`config.mk`:
```
export PLATFORM = sky130hd
export DESIGN_NAME = alu_issue_stage
export DESIGN_NICKNAME = d
export VERILOG_FILES = /design/src/rtl/alu_pkg.sv /design/src/rtl/alu_cmd_fifo.sv /design/src/rtl/alu_issue_stage.sv
export SDC_FILE = /design/constraint.sdc
export NUM_CORES = 1
export LEC_CHECK = 0
export CORE_MARGIN = 2
export CORE_UTILIZATION = 50
export CTS_BUF_LIST = sky130_fd_sc_hd__clkbuf_8
export DETAILED_ROUTE_END_ITERATION = 10
export PLACE_DENSITY_LB_ADDON = 0.1
export SLEW_MARGIN = 10
export SYNTH_ARGS = -nofsm -noshare
export SYNTH_HDL_FRONTEND = slang
export SYNTH_SLANG_ARGS = --single-unit
```
`constraint.sdc`:
```
create_clock -name clk -period 2.6 [get_ports clk]
set_input_delay 0.39 -clock clk [delete_from_list [all_inputs] [get_ports clk]]
set_output_delay 0.39 -clock clk [all_outputs]
set_load 0.005 [all_outputs]
```
`src/rtl/alu_pkg.sv`:
```
// Shared types for the ALU issue stage: opcode, buffered command and issue FSM state.
package alu_pkg;

   localparam int ALU_W = 32;

   typedef logic [2:0] alu_sel_t;

   typedef struct packed {
      logic [ALU_W-1:0] a;
      logic [ALU_W-1:0] b;
      alu_sel_t         sel;
      logic             use_acc;
   } alu_cmd_t;

   typedef enum logic [1:0] {
      ST_IDLE = 2'd0,
      ST_EXEC = 2'd1,
      ST_DONE = 2'd2
   } alu_issue_state_t;

endpackage

```
`src/rtl/alu_cmd_fifo.sv`:
```
// Synchronous command FIFO with a show-ahead head; full/empty derive from the occupancy count.
module alu_cmd_fifo
   import alu_pkg::*;
#(
   parameter int DEPTH = 4,
   localparam int AW = $clog2(DEPTH),
   localparam int CW = AW + 1
) (
   input  logic          clk,
   input  logic          rst_n,
   input  logic          push,
   input  alu_cmd_t      wr_data,
   input  logic          pop,
   output alu_cmd_t      rd_data,
   output logic [CW-1:0] count,
   output logic          full,
   output logic          empty
);

   alu_cmd_t      mem_q [DEPTH];
   logic [AW-1:0] wr_ptr_q, wr_ptr_d;
   logic [AW-1:0] rd_ptr_q, rd_ptr_d;
   logic [CW-1:0] count_q, count_d;
   logic          push_ok;
   logic          pop_ok;

   assign full    = (count_q == CW'(DEPTH));
   assign empty   = (count_q == '0);
   assign push_ok = push && !full;
   assign pop_ok  = pop && !empty;
   assign count   = count_q;
   assign rd_data = mem_q[rd_ptr_q];

   always_comb begin
      wr_ptr_d = wr_ptr_q;
      rd_ptr_d = rd_ptr_q;
      count_d  = count_q + CW'(push_ok) - CW'(pop_ok);
      if (push_ok) wr_ptr_d = wr_ptr_q + 1'b1;
      if (pop_ok)  rd_ptr_d = rd_ptr_q + 1'b1;
   end

   always_ff @(posedge clk or negedge rst_n) begin
      if (!rst_n) begin
         wr_ptr_q <= '0;
         rd_ptr_q <= '0;
         count_q  <= '0;
      end else begin
         wr_ptr_q <= wr_ptr_d;
         rd_ptr_q <= rd_ptr_d;
         count_q  <= count_d;
      end
   end

   // Storage needs no reset: a cleared count makes every entry unreachable.
   always_ff @(posedge clk) begin
      if (push_ok) mem_q[wr_ptr_q] <= wr_data;
   end

endmodule

```
`src/rtl/alu_issue_stage.sv`:
```
// Registered issue/capture stage around the combinational 32-bit ALU.
// Optional accumulator chaining is built when ALU_ISSUE_ACC_EN is defined.
//
// state   | meaning
// --------+-----------------------------------------------------------
// ST_IDLE | nothing in flight; waiting for the FIFO to hold a command
// ST_EXEC | alu_* driven this cycle; alu_out captured at the next edge
// ST_DONE | result held on res_*; waiting for res_ready
module alu_issue_stage
   import alu_pkg::*;
#(
   parameter int DEPTH = 4,
   parameter int W     = ALU_W
) (
   input  logic                   clk,
   input  logic                   rst_n,
   input  logic                   cmd_valid,
   output logic                   cmd_ready,
   input  logic [W-1:0]           cmd_a,
   input  logic [W-1:0]           cmd_b,
   input  logic [2:0]             cmd_sel,
   input  logic                   cmd_use_acc,
   output logic [W-1:0]           alu_a,
   output logic [W-1:0]           alu_b,
   output logic [2:0]             alu_sel,
   input  logic [W-1:0]           alu_out,
   output logic                   res_valid,
   input  logic                   res_ready,
   output logic [W-1:0]           res_data,
   output logic [2:0]             res_sel,
   output logic [$clog2(DEPTH):0] count
);

   alu_issue_state_t state_q, state_d;
   alu_cmd_t         cmd_in;
   alu_cmd_t         head;
   logic             fifo_full;
   logic             fifo_empty;
   logic             pop;
   logic [W-1:0]     issue_a;

   logic [W-1:0]     alu_a_q, alu_a_d;
   logic [W-1:0]     alu_b_q, alu_b_d;
   alu_sel_t         alu_sel_q, alu_sel_d;
   logic [W-1:0]     res_data_q, res_data_d;
   alu_sel_t         res_sel_q, res_sel_d;

   always_comb begin
      cmd_in         = '0;
      cmd_in.a       = cmd_a;
      cmd_in.b       = cmd_b;
      cmd_in.sel     = cmd_sel;
      cmd_in.use_acc = cmd_use_acc;
   end

   alu_cmd_fifo #(.DEPTH(DEPTH)) u_fifo (
      .clk     (clk),
      .rst_n   (rst_n),
      .push    (cmd_valid && cmd_ready),
      .wr_data (cmd_in),
      .pop     (pop),
      .rd_data (head),
      .count   (count),
      .full    (fifo_full),
      .empty   (fifo_empty)
   );

   // Ready depends only on registered occupancy, never on this cycle's pop.
   assign cmd_ready = !fifo_full;

`ifdef ALU_ISSUE_ACC_EN
   logic [W-1:0] acc_q, acc_d;

   assign issue_a = head.use_acc ? acc_q : head.a;
   assign acc_d   = (state_q == ST_EXEC) ? alu_out : acc_q;

   always_ff @(posedge clk or negedge rst_n) begin
      if (!rst_n) acc_q <= '0;
      else        acc_q <= acc_d;
   end
`else
   logic unused_use_acc;

   assign issue_a        = head.a;
   assign unused_use_acc = head.use_acc;
`endif

   always_comb begin
      state_d    = state_q;
      pop        = 1'b0;
      alu_a_d    = alu_a_q;
      alu_b_d    = alu_b_q;
      alu_sel_d  = alu_sel_q;
      res_data_d = res_data_q;
      res_sel_d  = res_sel_q;
      case (state_q)
         ST_IDLE: begin
            if (!fifo_empty) begin
               pop     = 1'b1;
               state_d = ST_EXEC;
            end
         end
         ST_EXEC: begin
            res_data_d = alu_out;
            res_sel_d  = alu_sel_q;
            state_d    = ST_DONE;
         end
         ST_DONE: begin
            if (res_ready) begin
               if (!fifo_empty) begin
                  pop     = 1'b1;
                  state_d = ST_EXEC;
               end else begin
                  state_d = ST_IDLE;
               end
            end
         end
         default: state_d = ST_IDLE;
      endcase
      if (pop) begin
         alu_a_d   = issue_a;
         alu_b_d   = head.b;
         alu_sel_d = head.sel;
      end
   end

   always_ff @(posedge clk or negedge rst_n) begin
      if (!rst_n) begin
         state_q    <= ST_IDLE;
         alu_a_q    <= '0;
         alu_b_q    <= '0;
         alu_sel_q  <= '0;
         res_data_q <= '0;
         res_sel_q  <= '0;
      end else begin
         state_q    <= state_d;
         alu_a_q    <= alu_a_d;
         alu_b_q    <= alu_b_d;
         alu_sel_q  <= alu_sel_d;
         res_data_q <= res_data_d;
         res_sel_q  <= res_sel_d;
      end
   end

   assign alu_a     = alu_a_q;
   assign alu_b     = alu_b_q;
   assign alu_sel   = alu_sel_q;
   assign res_data  = res_data_q;
   assign res_sel   = res_sel_q;
   assign res_valid = (state_q == ST_DONE);

endmodule

```
# After elaboration in Yosys (flattened, before gate mapping)
# Memories as Yosys holds them, arrays and structs flattened. A register that Yosys moved wholly into a read port is not among the register bits.
# Cells that the tools add are included.
dict set report totals {
  register_bits 44
  n_memories 1
  elab_cells 34
  output_inout_bits 107
  inputBits 104
  mem_bits_rw 272
}
# name depth width rd rd_clocked_by_memory_dff wr line
set memory_table {}
lappend memory_table {u_fifo.mem_q 4 68 1 1 1 alu_cmd_fifo.sv:20} ;# alu_cmd_t mem_q [DEPTH];
dict set report classes {
  n_addsub 4
  n_eq_ne 5
  n_reduce_logical 9
  muxes 9
}
# op count
set op_table {}
lappend op_table {{$pmux 2 s3} 1}
lappend op_table {{$mux 1} 5}
lappend op_table {{$add 2x1->2 const B} 2}
lappend op_table {{$mux 2} 2}
lappend op_table {{$add 3x1->3} 1}
lappend op_table {{$eq 3x3->1 const B} 1}
lappend op_table {{$logic_and 1x1->1} 3}
lappend op_table {{$logic_not 1->1} 3}
lappend op_table {{$logic_not 3->1} 1}
lappend op_table {{$sub 3x1->3} 1}
lappend op_table {{$eq 2x1->1 const B} 1}
lappend op_table {{$eq 2x2->1 const B} 1}
lappend op_table {{$logic_not 2->1} 1}
lappend op_table {{$ne 2x1->1 const B} 1}
lappend op_table {{$ne 2x2->1 const B} 1}
lappend op_table {{$pmux 1 s2} 1}
lappend op_table {{$reduce_and 2->1} 1}

# Depth between registers and ports, before layout
dict set report depth {
  word_depth 6
  depth_mapped 10
  mapped_depth_nobuf 8
}

# By module
# Synthesis repeated with hierarchy kept, for this count alone.
dict set report unflattened {
  hier_cells 622
  hier_area_um2 14233.7
}
# module cells_each area_per_inst_um2 n_inst
set by_module_without_submodules {}
lappend by_module_without_submodules {alu_cmd_fifo 397 10356.2 1}
lappend by_module_without_submodules {alu_issue_stage 225 3877.5 1}

# Least setup slack after synthesis
# OpenSTA, ideal clock, no wires.
dict set report synth_path {
  path_kind {register to register}
  from {reg u_fifo.count_q[1], in the netlist u_fifo.count[1]}
  to {mem u_fifo.mem_q[2][10] in the netlist's numbering, enable pin}
  path_buffers 0
  period_less_slack_ps 2879
  stages_incl_launch_ff 4
  t_arrival_ps 2447
  required_ps 2168
  slack_ps -279
  setup_ps 432
  path_cell_list {dfrtp_1 nor2_1 a21boi_1 and2_1}
}
dict set report synth_between {
  elab_chain_len 6
}
# element line
set synth_lines {}
lappend synth_lines {{start: declaration} alu_cmd_fifo.sv:23} ;# logic [CW-1:0] count_q, count_d;
lappend synth_lines {{start signal: assignment} alu_cmd_fifo.sv:50} ;# count_q <= count_d;
lappend synth_lines {{$eq 3x3->1 *} alu_cmd_fifo.sv:27} ;# assign full = (count_q == CW'(DEPTH));
lappend synth_lines {{$logic_not 1->1 *} {alu_cmd_fifo.sv:29, alu_issue_stage.sv:69}}
lappend synth_lines {{$logic_and 1x1->1} alu_issue_stage.sv:59} ;# .push (cmd_valid && cmd_ready),
lappend synth_lines {{$logic_and 1x1->1 *} alu_cmd_fifo.sv:29} ;# assign push_ok = push && !full;
lappend synth_lines {{via u_fifo.push_ok} alu_cmd_fifo.sv:24} ;# logic push_ok;
lappend synth_lines {{$mux 1 *} alu_cmd_fifo.sv:56} ;# if (push_ok) mem_q[wr_ptr_q] <= wr_data;
lappend synth_lines {{$mux 1 (not written as such) *} alu_cmd_fifo.sv:56}
lappend synth_lines {{end: declaration} alu_cmd_fifo.sv:20}
# The timed path passes the listed nets; every way through them passes the cells marked *.

# Worst setup path after layout
dict set report layout_path {
  from {reg u_fifo.count_q[1], in the netlist u_fifo.count[1]}
  to {reg u_fifo.count_q[2], in the netlist u_fifo.count[2]}
}
dict set report layout_between {
  elab_chain_len 6
  elab_cells_between_ends 12
}
# element line
set layout_lines {}
lappend layout_lines {{$eq 3x3->1 or $logic_not 3->1 (tied branches)} {alu_cmd_fifo.sv:27, alu_cmd_fifo.sv:28}}
lappend layout_lines {{$logic_not 1->1 or $mux 1 (tied branches)} -}
lappend layout_lines {{$logic_and 1x1->1 or $mux 1 (tied branches)} {alu_issue_stage.sv:59, alu_issue_stage.sv:109}}
lappend layout_lines {{$logic_and 1x1->1 or $pmux 1 s2 (tied branches)} {alu_cmd_fifo.sv:29, alu_issue_stage.sv:96}}
lappend layout_lines {{$add 3x1->3 or $logic_and 1x1->1 (tied branches)} {alu_cmd_fifo.sv:37, alu_cmd_fifo.sv:30}}
lappend layout_lines {{$sub 3x1->3 *} alu_cmd_fifo.sv:37} ;# count_d = count_q + CW'(push_ok) - CW'(pop_ok);
lappend layout_lines {{via u_fifo.count_d[2]} alu_cmd_fifo.sv:23}
# Marked as above.
# A chain may end at the register's enable or synchronous reset.

==> results.py <==
metrics = {
    "power": {
        "leakage_nw": 6.444,
        "p_int_mw": 15.24,
        "p_comb_frac": 0.342,
        "clkPwrFrac": 0.220,
        "vdd_drop_max_mv": 0.7152,
        "p_sw_mw": 5.722,
        "pwr-share-seq": 0.438,
        "p_per_area_nw_per_um2": 1174,
        "netSwitchingFraction": 0.2730,
    },
    "grt": {
        "antenna_found_initial": 0,
        "grt_pass1_vias": 7407,
        "grt_pass1_wl_um": 41100,
        "grt_max_degree": 69,
        "track_usage": 0.1874,
        "grt_overflow": 0,
    },
    "worst_setup_path": {
        "worstSetupEndpointType": "register",
        "critPathRequiredTime_ns": 3.09,
        "crit_path_max_fanout": 4,
        "cp-startpoint": "u_fifo.count[1]",
        "crit_type": "register to register",
        "crit_path_start_kind": "register",
        "r2r-start": "u_fifo.count[1]",
        "worstPathArrival_ns": 2.69,
    },
    "sta": {
        "max_freq_ghz": 0.4556,
        "slew_headroom": 0.5054,
        "holdWs_ns": 0.4066,
        "rsz0062_at_grt": "false",
        "finClkSkew_ns": 0.01129,
        "min_period_ns": 2.195,
        "slew_viol_final": 0,
        "setup_tns_ns": 0,
        "setup_slack_ns": 0.4050,
        "hold_viol": 0,
        "min_period_over_period": 0.8442,
        "tightest_slew_ns": 0.7419,
        "setup_viol": 0,
    },
    "finish": {
        "fillers": 1892,
        "drive_gt1_frac": 0.3001,
        "finalInstanceArea_um2": 17850,
        "register_area_um2": 10830,
        "antenna_cells": 0,
        "synthToLayoutAreaGrowth_pct": 27.88,
        "fin_cells": 1301,
        "fin_nets": 986,
        "multi_input_area_um2": 2952,
    },
    "logic_synthesis": {
        "ys_seq_elements": 379,
        "syn_nets": 721,
        "yosys_most_used_dff": "edfxtp_1",
        "async_reset_ff_frac": 0.2929,
        "yosys.area.top_type": "edfxtp_1",
        "yosysMostFrequentCell": "edfxtp_1",
        "synthTopCellsByArea": "edfxtp_1 (58%), dfrtp_1 (20%), mux4_2 (11%), mux2_2 (7.7%), mux2_4 (0.86%)",
        "syn_inst": 610,
        "ys_seq_area_frac": 0.7755,
        "syn_area_per_cell_um2": 22.88,
        "synth-edff-count": 268,
        "synthTopCellsByCount": "edfxtp_1 (268), dfrtp_1 (111), mux2_2 (95)",
        "synth.distinct_cells": 26,
        "netlist.area_leader.share": 0.5765,
        "synthesis.area_um2": 13960,
        "yosys_warnings": 0,
    },
    "die": {
        "start_util": 0.5053,
        "die-area_um2": 29270,
        "core_area_um2": 27630,
        "rows": 61,
        "dieWidth_um": 171.1,
        "die_y_um": 171.1,
        "ios": 211,
    },
    "clock_tree": {
        "path_clk_slew_ns": 0.06,
        "cts.sinks": 379,
        "cts_buffers": 59,
        "h-tree-depth": 2,
        "clk_path_buf_depth": 3,
        "cts-root-buf": "clkbuf_8",
        "clk_latency_ns": 0.58,
        "tritoncts": "done",
        "cts_setup_buffers": 0,
    },
    "placement": {
        "place.gp.congestion": 0.6997,
        "placed_area_um2": 16710,
        "dp.cells": 1191,
        "hpwl_um": 16190,
        "portBuffers": 209,
        "dp_slack_ns": 0.06648,
    },
    "run_status": {
        "status": "complete, no violations",
    },
    "detailed_routing": {
        "drc": 0,
        "drtPass1Iterations": 6,
        "avgViaCountPerCell": 5.228,
        "wire_per_inst_um": 20.75,
        "postRouteAntennaNets": 0,
        "initialDrtViolationCount": 434,
        "vias": 6801,
        "routed_wl_um": 27000,
    },
    "hold_path": {
        "hold_class": "input port to register",
        "hp-start": "res_ready",
    },
    "run": {
        "cap_violations": 0,
    },
}
worst paths after layout:
check / end / slack (ns) / depth (start not counted)
hold / removal: state_q[1] / 0.41 / 2
min in group asynchronous: alu_a[20] / 0.42 / 2
max in group asynchronous: alu_b[1] / 1.43 / 3
setup reg to reg: u_fifo.count[2] / 0.41 / 8
hold reg to reg: res_data[9] / 0.50 / 1
setup / recovery: u_fifo.count[2] / 0.41 / 8
state kept, by name, indices dropped and copies added, names as in the netlist:
name	count
alu_a	32
alu_b	32
alu_sel	3
res_data	32
res_sel	3
state_q	2
u_fifo.count	3
u_fifo.mem_q	268
u_fifo.rd_ptr_q	2
u_fifo.wr_ptr_q	2
cell type report:
cell class / instances / area share
sequential: 379 / 0.6068
timing repair buffer: 231 / 0.1362
clock inverter: 37 / 0.008130
multi-input combinational: 197 / 0.1653
clock buffer: 72 / 0.05551
inverter: 7 / 0.001472
tap: 378 / 0.02649
cells in the final DEF (no fill, tap or decap), drive strengths merged:
master	instances
edfxtp	268
clkbuf	72
nor2b	1
clkinv	7
dfrtp	111
nand2	1
a21boi	1
xor2	2
o21ai	1
mux2	103
fa	1
xnor2	3
clkdlybuf4s50	208
nor4b	1
inv	37
mux4	67
nand2b	2
nor3	3
ha	6
dlygate4sd3	1
nor2	1
buf	22
and2	4
metal layers:
metal / part of all wire / track usage
met1: 0.42 / 0.2488
met2: 0.50 / 0.3121
met3: 0.063 / 0.04603
met4: 0.015 / 0.05195
met5: 0 / 0
worst max-delay path, cell delays in order (launching register included):
cell     delay [ns]
dfrtp_1        0.42
nor3_2         0.35
nor3_4         0.09
ha_1           0.30
inv_1          0.05
ha_1           0.21
fa_1           0.38
xnor2_1        0.17
xnor2_1        0.14
metrics by stage:
stage | util | total power [mW]
3_5_place_dp | 0.6047 | 16.63
5_1_grt | 0.6461 | 22.13
6_report | 0.6461 | 20.96
2_1_floorplan | - | 13.25
3_3_place_gp | 0.6047 | 16.36
4_1_cts | 0.6461 | 21.31
power by group through the flow:
| stage | clock (mW) | sequential (mW) | combinational, mW |
|---|---|---|---|
| final | 4.62 | 9.17 | 7.17 |
| after detailed placement | 0 | 9.30 | 7.33 |
| after floorplan | 0 | 9.11 | 4.14 |
| after CTS | 4.77 | 9.20 | 7.35 |
| after global routing | 5.04 | 9.36 | 7.73 |
| after global placement | 0 | 9.18 | 7.18 |
what timing repair did:
| item | 4_1_cts | 5_1_grt |
|---|---|---|
| hold endpoints to repair | 44 | 0 |
| gates resized for setup | 0 | 0 |
| hold buffers | 1 | 0 |
cell families after synthesis:
family                     Yosys count  synth area share
AOI/OAI and AO/OA                    2         0.0008962
xor gates and xnor gates             5          0.003138
and+or+nand+nor                     13          0.006094
DFF                                379            0.7755
buffers and inverters               34           0.01425
adders and majority gates            7          0.006812
muxes                              170            0.1933
No activity file was read; power rests on OpenSTA's default activity.
